<file path="src/rtl/div_seq_param.sv">
// Sequential radix-2 restoring divider: DW-bit dividend by VW-bit divisor, one quotient
// bit per clock, unsigned or two's-complement per operation, valid/ready on both sides.
module div_seq_param #(
  parameter int DW = 16,
  parameter int VW = 8
) (
  input  logic          clk,
  input  logic          rst,
  input  logic          in_valid,
  output logic          in_ready,
  input  logic          sgn,
  input  logic [DW-1:0] A,
  input  logic [VW-1:0] B,
  output logic          out_valid,
  input  logic          out_ready,
  output logic [DW-1:0] result,
  output logic [VW-1:0] odd,
  output logic          dz,
  output logic          ovf
);

  // Handshake: a transfer happens on a rising edge where valid and ready are both 1.
  // in_ready is 1 only in IDLE; out_valid is 1 only in DONE, where outputs are held.
  typedef enum logic [1:0] {IDLE, BUSY, DONE} state_t;

  localparam int CW = $clog2(DW);
  localparam logic [CW-1:0] LAST = CW'(DW - 1);
  localparam logic [DW-1:0] DMIN = {1'b1, {(DW-1){1'b0}}};

  state_t        state, state_n;
  logic [CW-1:0] cnt;
  logic [DW-1:0] dq;
  logic [VW-1:0] rem, dvs;
  logic          neg_q, neg_r, ovf_p;

  logic          accept, last, ge;
  logic [DW-1:0] a_mag, dq_n, q_fix;
  logic [VW-1:0] b_mag, rem_n, r_fix;
  logic [VW:0]   pr, diff;

  assign accept = (state == IDLE) && in_valid;
  assign last   = (cnt == LAST);

  always_ff @(posedge clk or posedge rst) begin
    if (rst) state <= IDLE;
    else     state <= state_n;
  end

  always_comb begin
    state_n   = state;
    in_ready  = 1'b0;
    out_valid = 1'b0;
    case (state)
      IDLE: begin
        in_ready = 1'b1;
        if (in_valid) state_n = (B == '0) ? DONE : BUSY;
      end
      BUSY: if (last) state_n = DONE;
      DONE: begin
        out_valid = 1'b1;
        if (out_ready) state_n = IDLE;
      end
      default: state_n = IDLE;
    endcase
  end

  // dq starts as |A| and shifts left each step; quotient bits fill in from the LSB.
  always_comb begin
    a_mag = (sgn && A[DW-1]) ? -A : A;
    b_mag = (sgn && B[VW-1]) ? -B : B;
    pr    = {rem, dq[DW-1]};
    diff  = pr - {1'b0, dvs};
    ge    = (pr >= {1'b0, dvs});
    rem_n = ge ? diff[VW-1:0] : pr[VW-1:0];
    dq_n  = {dq[DW-2:0], ge};
    q_fix = neg_q ? -dq_n : dq_n;
    r_fix = neg_r ? -rem_n : rem_n;
  end

  always_ff @(posedge clk or posedge rst) begin
    if (rst) begin
      cnt    <= '0;
      dq     <= '0;
      rem    <= '0;
      dvs    <= '0;
      neg_q  <= 1'b0;
      neg_r  <= 1'b0;
      ovf_p  <= 1'b0;
      result <= '0;
      odd    <= '0;
      dz     <= 1'b0;
      ovf    <= 1'b0;
    end else if (accept) begin
      cnt   <= '0;
      dq    <= a_mag;
      rem   <= '0;
      dvs   <= b_mag;
      neg_q <= sgn & (A[DW-1] ^ B[VW-1]);
      neg_r <= sgn & A[DW-1];
      ovf_p <= sgn && (A == DMIN) && (B == '1);
      if (B == '0) begin
        result <= '1;
        odd    <= A[VW-1:0];
        dz     <= 1'b1;
        ovf    <= 1'b0;
      end
    end else if (state == BUSY) begin
      cnt <= cnt + 1'b1;
      dq  <= dq_n;
      rem <= rem_n;
      if (last) begin
        // Sign fix-up lands together with the final quotient bit.
        result <= q_fix;
        odd    <= r_fix;
        dz     <= 1'b0;
        ovf    <= ovf_p;
      end
    end
  end

endmodule

</file>
<file path="config.mk">
export PLATFORM = sky130hd
export DESIGN_NAME = div_seq_param
export DESIGN_NICKNAME = d
export VERILOG_FILES = /design/src/rtl/div_seq_param.sv
export SDC_FILE = /design/constraint.sdc
export NUM_CORES = 1
export LEC_CHECK = 0
export ABC_AREA = 1
export CORE_UTILIZATION = 25
export DETAILED_ROUTE_END_ITERATION = 10
export SLEW_MARGIN = 20
export SYNTH_ARGS = -nofsm -noshare
export SYNTH_HDL_FRONTEND = slang
export SYNTH_SLANG_ARGS = --single-unit
</file>
<file path="constraint.sdc">
create_clock -name clk -period 3.05 [get_ports clk]
set_clock_uncertainty 0.2 [all_clocks]
set_input_delay 0.61 -clock clk [delete_from_list [all_inputs] [get_ports clk]]
set_output_delay 0.61 -clock clk [all_outputs]
set_load 0.02 [all_outputs]
</file>
==> run metrics <==
max-cap violations=0; Initial DRC Count=263; Tot GR Track Use=0.154; DRT Pass-1 Iters=5; die width=134 um; Ant. Diodes=0; # hold bufs at CTS=0; PD cells=1090 nW/um^2; vias in the first global route=4,202; min Tclk post-route=2840 ps; first-pass GRT wire length=21,600 um; Clock Tree Buf Depth=2; clk slew on worst S/H paths=60 ps; final layout net count=721; Die Area=18,100 sq um; crit end category=flip-flop; antenna-violating nets left=0; Leak=2.70 nW; Initial Util=0.254; Max H-tree Level=3; # port buffers=56; critical path fanouts, max=4; most frequent cells in the layout=nand2_1 (125), inv_1 (84), dfrtp_1 (67); CTS root buf=clkbuf_16; Cell Area, Synth=4390 sq um; maximum clock rate=352 MHz; CTS sink count=67; status=completed; Hold Vio Cnt, Final=0; final setup margin=210 ps; CP arrival=2870 ps; clock insertion delay at the later pin of the skew report=340 ps; flop-to-flop setup slack=210 ps; tightest slew margin relative to the limit=0.619; residual DRC count=0; area of the core=17,200 sq um; VDD IR-drop max=426 uV; syn avg cell area=7.27 sq um; Setup TNS=0 ps; YS warnings=0; sequential share of the synthesized area=0.382; fin util=0.333; commonest non-fill, non-tap cell in the layout=nand2_1; pin count of the biggest net entering global routing=68; post-detail-place hpwl=9750 um; Worst EP required=3080 ps; TritonCTS Buffers=9; via/cell ratio=4.71; total gr overflow=0; Synth Flop Type=dfrtp_1; Slew @ Worst Pin=572 ps; Die Span Y=134 um; IO Count=57; Post-synth EDFFs=0; worst hold path type=flip-flop to flip-flop; dpl ws=81.0 ps; Placer Congestion=0.884; Synth async-reset ratio=1.00; Seq cells post-synth=67; Cells after Synth=603; total routed wirelength=13,100 um; vias after detailed routing=4,274; CP Launch Type=flip-flop; FP Rows=48; CTS tree=yes; max-slew violations=0; Unique masters post-synth=44; CP Class=flip-flop to flip-flop; antenna violations before repair=0; detailed-route wire length per cell=14.5 um; share of cells above drive strength 1=0.119; final setup fails=0; area grow syn2layout=31.1%; final cycle utilization of the critical path=0.931; syn_nets=647
-- where the power goes --
part           total, mW  internal (mW)  switching (mW)
clock               1.06          0.651           0.407
sequential          1.50           1.20           0.303
combinational       3.71           1.44            2.27
total               6.26           3.29            2.98
-- cells by family (layout without fill, tap and decap cells) --
group	Yosys count	after routing	share of synthesized area
AOI/OAI and AO/OA	118	118	0.159
buffers and inverters	109	188	0.0979
DFF	67	67	0.382
and+or+nand+nor	281	281	0.291
adders and majority gates	15	15	0.0445
xor gates and xnor gates	13	13	0.0260
-- synth_stat cells, drive strengths merged, types with 2 or more instances --
library cell / count / area share
a211oi: 2 / 0.0034
a21oi: 25 / 0.030
a22oi: 5 / 0.0086
a31oi: 9 / 0.013
buf: 11 / 0.014
clkbuf: 9 / 0.0077
clkinv: 2 / 0.0017
dfrtp: 67 / 0.38
ha: 14 / 0.040
inv: 87 / 0.074
nand2: 140 / 0.13
nand3: 52 / 0.066
nand4: 10 / 0.014
nor2: 61 / 0.055
nor3: 13 / 0.016
nor4: 3 / 0.0043
o211ai: 6 / 0.010
o21ai: 49 / 0.057
o22ai: 11 / 0.016
o31ai: 5 / 0.0086
xnor2: 4 / 0.0080
xor2: 9 / 0.018
-- per-stage QoR --
step / instance area [sq um] / cells / power, mW / hold slack [ps]
4_1_cts: 5650 / 906 / 6.09 / 288
3_5_place_dp: 5360 / 890 / 5.01 / 275
6_report: 5750 / 907 / 6.26 / 284
3_3_place_gp: 5360 / 890 / 4.98 / 268
2_1_floorplan: 4390 / 603 / 3.98 / 242
5_1_grt: 5750 / 907 / 6.83 / 299
-- worst paths after layout --
check                                               to                from  cells after the start
min in group asynchronous        result[4]$_DFFE_PP0P_                 rst                      3
worst max-delay path            result[12]$_DFFE_PP0P_  dvs[4]$_DFFE_PP0P_                     18
max in group asynchronous           dvs[0]$_DFFE_PP0P_                 rst                      3
worst min register to register      dvs[6]$_DFFE_PP0P_  dvs[6]$_DFFE_PP0P_                      2
worst min-delay path                dvs[6]$_DFFE_PP0P_  dvs[6]$_DFFE_PP0P_                      2
worst max register to register  result[12]$_DFFE_PP0P_  dvs[4]$_DFFE_PP0P_                     18
-- layer usage --
metal,up-vias,track usage,routed length [um]
met5,-,0,0
met4,0,0.0705,320
met3,18,0.0238,737
met2,132,0.235,5680
met1,1974,0.213,6390
li1,2150,-,-
-- area by class of cell --
class                      instances  area, sq um
multi-input combinational        427         2370
sequential                        67         1680
clock inverter                     5         52.6
tap                              225          282
inverter                          89          334
clock buffer                      11          243
timing repair buffer              83          788
fill                            1822        11500
-- registers in the layout, summed over array words and instances (netlist names) --
| signal | cells |
|---|---|
| dq | 16 |
| result | 16 |
| dvs | 8 |
| odd | 8 |
| rem | 8 |
| cnt | 4 |
| state | 2 |
| dz | 1 |
| neg_q | 1 |
| neg_r | 1 |
| ovf | 1 |
| ovf_p | 1 |
-- worst max-delay path, stage by stage (launching register included) --
cell and delay (ps):
dfrtp_1 370, inv_1 120, ha_4 230, a21oi_1 190
nand3_2 160, nand2_4 100, nand2_4 40, inv_2 60
ha_1 160, inv_1 60, nor3_2 210, nand3_1 140
nor2_2 170, nand3_1 100, nand2_2 90, buf_4 120
a31oi_1 50, o21ai_0 80, nand2_1 70
-- timing repair --
| action | in CTS | in global routing |
|---|---|---|
| buffers inserted | 0 | 1 |
| endpoints found under the setup margin | 0 | 4 |
| resized for setup | 0 | 13 |
No activity file was read; power rests on OpenSTA's default activity.
